`src/rtl/instruction_fetch_unit.sv`:
```
// rtl/instruction_fetch_unit.sv - fetch front end: PC, single in-flight request, output+skid buffer, redirect/drop
module instruction_fetch_unit #(
    parameter int unsigned     XLEN      = 32,
    parameter logic [XLEN-1:0] RESET_PC  = 32'h00000000,
    parameter logic [XLEN-1:0] NOP_INSTR = 32'h00000013
) (
    input  logic            clk,
    input  logic            reset,
    input  logic            stall,
    input  logic            redirect,
    input  logic [XLEN-1:0] redirectTarget,
    output logic            memReq,
    output logic [XLEN-1:0] memAddr,
    input  logic            memReady,
    input  logic [XLEN-1:0] memData,
    output logic            instrValid,
    output logic [XLEN-1:0] instr,
    output logic [XLEN-1:0] instrPc,
    output logic [XLEN-1:0] fetchPc
);

    typedef enum logic [1:0] {
        S_REQ  = 2'd0,
        S_WAIT = 2'd1,
        S_FULL = 2'd2,
        S_DROP = 2'd3
    } state_t;

    state_t          state, state_next;
    logic [XLEN-1:0] pc_q, pc_d;
    logic            out_valid_q, out_valid_d;
    logic [XLEN-1:0] out_instr_q, out_instr_d;
    logic [XLEN-1:0] out_pc_q, out_pc_d;
    logic            skid_valid_q, skid_valid_d;
    logic [XLEN-1:0] skid_instr_q, skid_instr_d;
    logic [XLEN-1:0] skid_pc_q, skid_pc_d;

    logic            transfer;
    logic [XLEN-1:0] target_aligned;
    logic [XLEN-1:0] pc_plus4;
    logic            unused_target_bits;

    assign transfer           = out_valid_q && !stall && !redirect;
    assign target_aligned     = {redirectTarget[XLEN-1:2], 2'b00};
    assign pc_plus4           = pc_q + XLEN'(4);
    assign unused_target_bits = ^redirectTarget[1:0];

    always_ff @(posedge clk) begin
        if (reset) begin
            state        <= S_REQ;
            pc_q         <= RESET_PC;
            out_valid_q  <= 1'b0;
            out_instr_q  <= NOP_INSTR;
            out_pc_q     <= '0;
            skid_valid_q <= 1'b0;
            skid_instr_q <= '0;
            skid_pc_q    <= '0;
        end else begin
            state        <= state_next;
            pc_q         <= pc_d;
            out_valid_q  <= out_valid_d;
            out_instr_q  <= out_instr_d;
            out_pc_q     <= out_pc_d;
            skid_valid_q <= skid_valid_d;
            skid_instr_q <= skid_instr_d;
            skid_pc_q    <= skid_pc_d;
        end
    end

    always_comb begin
        state_next   = state;
        pc_d         = pc_q;
        out_valid_d  = out_valid_q;
        out_instr_d  = out_instr_q;
        out_pc_d     = out_pc_q;
        skid_valid_d = skid_valid_q;
        skid_instr_d = skid_instr_q;
        skid_pc_d    = skid_pc_q;

        // A consumed instruction leaves a bubble unless something refills it below.
        if (transfer) begin
            out_valid_d = 1'b0;
            out_instr_d = NOP_INSTR;
        end

        if (redirect) begin
            out_valid_d  = 1'b0;
            out_instr_d  = NOP_INSTR;
            skid_valid_d = 1'b0;
            pc_d         = target_aligned;
            case (state)
                S_REQ:   state_next = S_DROP;
                S_WAIT:  state_next = memReady ? S_REQ : S_DROP;
                S_FULL:  state_next = S_REQ;
                S_DROP:  state_next = memReady ? S_REQ : S_DROP;
                default: state_next = S_REQ;
            endcase
        end else begin
            case (state)
                S_REQ: state_next = S_WAIT;
                S_WAIT: begin
                    if (memReady) begin
                        pc_d = pc_plus4;
                        if (!out_valid_q || transfer) begin
                            out_valid_d = 1'b1;
                            out_instr_d = memData;
                            out_pc_d    = pc_q;
                            state_next  = S_REQ;
                        end else begin
                            skid_valid_d = 1'b1;
                            skid_instr_d = memData;
                            skid_pc_d    = pc_q;
                            state_next   = S_FULL;
                        end
                    end
                end
                S_FULL: begin
                    // Output is always valid here, so a transfer drains the skid entry.
                    if (transfer) begin
                        out_valid_d  = 1'b1;
                        out_instr_d  = skid_instr_q;
                        out_pc_d     = skid_pc_q;
                        skid_valid_d = 1'b0;
                        state_next   = S_REQ;
                    end
                end
                S_DROP: begin
                    if (memReady) begin
                        state_next = S_REQ;
                    end
                end
                default: state_next = S_REQ;
            endcase
        end
    end

    assign memReq     = (state == S_REQ);
    assign memAddr    = pc_q;
    assign fetchPc    = pc_q;
    assign instrValid = out_valid_q;
    assign instr      = out_instr_q;
    assign instrPc    = out_pc_q;

endmodule

```
`config.mk`:
```
export PLATFORM = sky130hd
export DESIGN_NAME = instruction_fetch_unit
export DESIGN_NICKNAME = d
export VERILOG_FILES = /design/src/rtl/instruction_fetch_unit.sv
export SDC_FILE = /design/constraint.sdc
export NUM_CORES = 1
export LEC_CHECK = 0
export CORE_ASPECT_RATIO = 1.5
export CORE_MARGIN = 5
export CORE_UTILIZATION = 50
export DETAILED_ROUTE_END_ITERATION = 6
export PLACE_DENSITY_LB_ADDON = 0.15
export SLEW_MARGIN = 20
export SYNTH_ARGS = -nofsm -noshare
export SYNTH_HDL_FRONTEND = slang
export SYNTH_SLANG_ARGS = --single-unit
```
`constraint.sdc`:
```
create_clock -name clk -period 2.23 [get_ports clk]
set_clock_uncertainty 0.1 [all_clocks]
set_input_delay 0.5575 -clock clk [delete_from_list [all_inputs] [get_ports clk]]
set_output_delay 0.5575 -clock clk [all_outputs]
set_load 0.01 [all_outputs]
```
==> metrics.md <==
| Metric | Value |
|---|---|
| Crit-path leading delay family | `buffers and inverters` |
| DIE AREA | `between 15000 and 20000 um^2` |
| CORE AREA | `16200 um^2` |
| Num CTS Buffers | `17` |
| Status | `finished clean` |
| Seq pwr share | `41.2%` |
| Critical path class | `register to primary output` |
| Synth top area share | `38.2%` |
| CP required | `~1.6 ns` |
| # DRC | `0` |
| TritonRoute pass-1 iters | `5` |
| Maximum fanout along the worst path | `7` |
| Fmax | `around 0.46 GHz` |
| Hpwl dp | `between 15000 and 20000 um` |
| Worst ir drop on vdd | `~430 uV` |
| CP endpoint kind | `primary output` |
| Leading area contributor after synthesis | `dfxtp_1` |
| CP startpoint kind | `register` |
| Leakage power | `3.97 nW` |
| Minimum clock period | `between 2 and 2.5 ns` |
| Routed wire per std cell | `roughly 17 um` |
| Share of cells above drive strength 1 | `14.2%` |
| Uppermost routed layer | `met4` |
| Worst R2R Start | `state[1]` |
| Number of library cell types mapped by synthesis | `56` |
| GRT Total Usage | `between 20 and 30%` |
| Slew headroom | `65.2%` |
| Max-Cap Viols | `0` |
| Delay of the slowest cell on the worst path | `around 0.6 ns` |
| Die Wd | `between 100 and 150 um` |
| Drt total wl | `24700 um` |
| Cell Count Post-Placement | `approximately 1400` |
| R2R setup slack | `~0.13 ns` |
| Synthesized instance count | `between 1000 and 1500` |
| TritonCTS clock tree | `built` |
| Final Cycle Share | `just under 100%` |
| CP endpoint | `memAddr[27]` |
| CTS Hold Bufs | `0` |
| Final Hold Fails | `0` |
| Flops & latches, synth | `157` |
| Cell Area, Synth | `just over 8000 um^2` |
| Synth area leaders | `dfxtp_1 38%, nand2_1 8.0%, a211oi_1 6.4%` |
| Starting Density | `about 51%` |
| Pins Over Slew Limit | `0` |
| Post-synthesis sequential area ratio | `approximately two fifths` |
| # setup viols final | `0` |
| # IOs | `about 200` |
| Clock share of power | `a little under two fifths` |
| Slowest CP cell | `clkdlybuf4s50_1` |
| Ys flop type | `dfxtp_1` |
| Area growth from synthesis to layout | `37.6%` |
| Die H | `~170 um` |
| Synth warn | `0` |
| Sw Pwr | `2.14 mW` |
| Via density | `5.71` |
| First-pass GRT wire length | `between 40000 and 50000 um` |
| Crit path buf inv count | `1` |
| Remaining global-route overflow | `0` |
| Routed Antenna Nets | `0` |
| R2r endpoint | `fetchPc[18]` |
| Most common cell in the netlist | `nand2_1` |
| Int Pwr | `between 5 and 6 mW` |
| NumNets Final | `~1300` |
| Vias in the first global route | `roughly 8000` |
| Vias post-DR | `approximately 8200` |
| Share of power burned in combinational logic | `20.8%` |
| Hold crit path type | `register to register` |
| Pre-CTS setup slack | `-0.333 ns` |
| Clock buffer depth | `2` |
| N_diodes | `0` |
| Post-route setup TNS | `0 ns` |
| RD Place Congestion | `between 0.8 and 0.9` |
| Met2 WL | `around 13000 um` |
| Clock transition at path regs | `about 0.070 ns` |
| Met3 wire length | `between 1500 and 2000 um` |
| DR iter-0 viols | `roughly 550` |
| Total power | `about 7.5 mW` |
| Critical path origin | `fetchPc[27]` |
| Mean post-synth cell area | `roughly 7.9 um^2` |
| M1 WL | `9660 um` |
| Finished Layout Cells | `1427` |
| Switching share of power | `between 20 and 30%` |
| Skew-Pair Late Insertion Delay | `approximately 0.43 ns` |
| Clock root buffer | `clkbuf_16` |
| Worst path arrival time | `1.53 ns` |
| Multi-input gate area | `approximately 4400 um^2` |
| Fillers | `around 1400` |
| Initial antenna violation count | `0` |
| Worst path cell trace | `clkdlybuf4s50_1` |
| Post-synth ARST share | `0%` |
| Number of H-tree levels | `4` |
| Std-Cell Rows | `57` |
| Pwr per Cell Area | `661 nW/um^2` |
| Worst Tran Pin Value | `approximately 0.52 ns` |
| Pin count of the biggest net entering global routing | `95` |
| Sinks on Clock Net | `about 160` |
| Hold slack | `about 0.35 ns` |
| PortBufs | `190` |
| List of most frequent post-synthesis cells | `175 x nand2_1, 157 x dfxtp_1, 100 x a21oi_1` |
| R2R depth | `6` |
| Worst setup margin | `0.0463 ns` |
| Reg area | `about 3200 um^2` |
| Post-synth EDFFs | `0` |
| CP Depth | `1` |
## state kept, by name, summed over array words and instances (netlist names)
signal,count
instrPc,30
skid_pc_q,30
instrValid,1
skid_instr_q,32
instr,32
state,2
fetchPc,30
## how the worst min path moves through the flow
| stage | start | endpoint | slack (ns) | cells past startpoint |
|---|---|---|---|---|
| floorplan | skid_instr_q[0] | skid_instr_q[0] | 0.33 | 2 |
| global placement | skid_pc_q[11] | skid_pc_q[11] | 0.34 | 2 |
| detailed placement | skid_instr_q[13] | skid_instr_q[13] | 0.34 | 2 |
| CTS | skid_instr_q[13] | skid_instr_q[13] | 0.35 | 2 |
| global route | skid_pc_q[22] | skid_pc_q[22] | 0.37 | 2 |
| finish | skid_instr_q[6] | skid_instr_q[6] | 0.35 | 2 |
## power groups by stage
stage	clock network [mW]	registers [mW]	logic [mW]
after floorplan	0	3.20	0.723
after global placement	0	3.14	1.51
after detailed placement	0	3.14	1.53
after CTS	2.89	3.08	1.53
after global routing	3.01	3.10	1.68
final	2.84	3.08	1.55
## layer usage
metal	vias to the layer above	track usage (%)
met1	3824	30.0
li1	4003	-
met2	285	45.0
met5	-	0
met3	42	5.26
met4	0	10.1
## cells by family (layout without fill, tap and decap cells)
logic type	count (synthesis)	in the layout	share of synthesized area, %
flip-flops	157	157	38.2
adder cells (fa/ha/maj)	5	5	0.761
AO/OA/AOI/OAI	281	281	22.2
buffers and inverters	177	353	9.84
other	1	6	0.0456
XOR/XNOR	10	10	1.07
multiplexers	61	61	7.87
AND/OR/NAND/NOR	348	348	19.9
## area by class of cell
class | instances | share of cell area, %
timing repair buffer | 276 | 24.7
sequential | 157 | 27.9
multi-input combinational | 711 | 38.6
clock inverter | 13 | 1.15
tap | 206 | 2.28
inverter | 45 | 1.49
clock buffer | 19 | 3.92
## repair_timing
action / in CTS / in global routing
hold endpoints to repair: 0 / 0
cloned: 0 / 1
setup endpoints to repair: 8 / 22
gates resized for setup: 5 / 15
pin swaps: 0 / 3
setup buffers: 0 / 1
## per-stage QoR
stage                     utilization (%)  instance area (um^2)
after floorplan                         -                  8240
after global placement               65.8                 10700
after detailed placement             65.8                 10700
after CTS                            69.4                 11200
after global routing                 69.9                 11300
final                                69.9                 11300
## cell usage in the layout (no fill, tap or decap), types with 4 or more instances in the layout
cell / Yosys / final
a211oi_1: 70 / 70
a21oi_1: 100 / 100
a311oi_1: 41 / 40
and3_1: 36 / 36
and4_1: 5 / 5
buf_12: 0 / 18
buf_4: 36 / 65
clkbuf_16: 0 / 18
clkdlybuf4s50_1: 0 / 186
conb_1: 1 / 6
dfxtp_1: 157 / 150
dfxtp_2: 0 / 7
inv_1: 45 / 45
inv_6: 0 / 4
mux2_2: 29 / 29
mux2i_1: 32 / 32
nand2_1: 175 / 175
nand3_1: 10 / 10
nand4_1: 13 / 13
nor2_1: 59 / 59
nor3_1: 11 / 10
nor4_1: 6 / 6
o21ai_0: 41 / 41
o31ai_1: 5 / 5
or3_1: 7 / 6
or4_1: 5 / 5
xnor2_1: 9 / 9
Power figures use the tool's default switching activity.
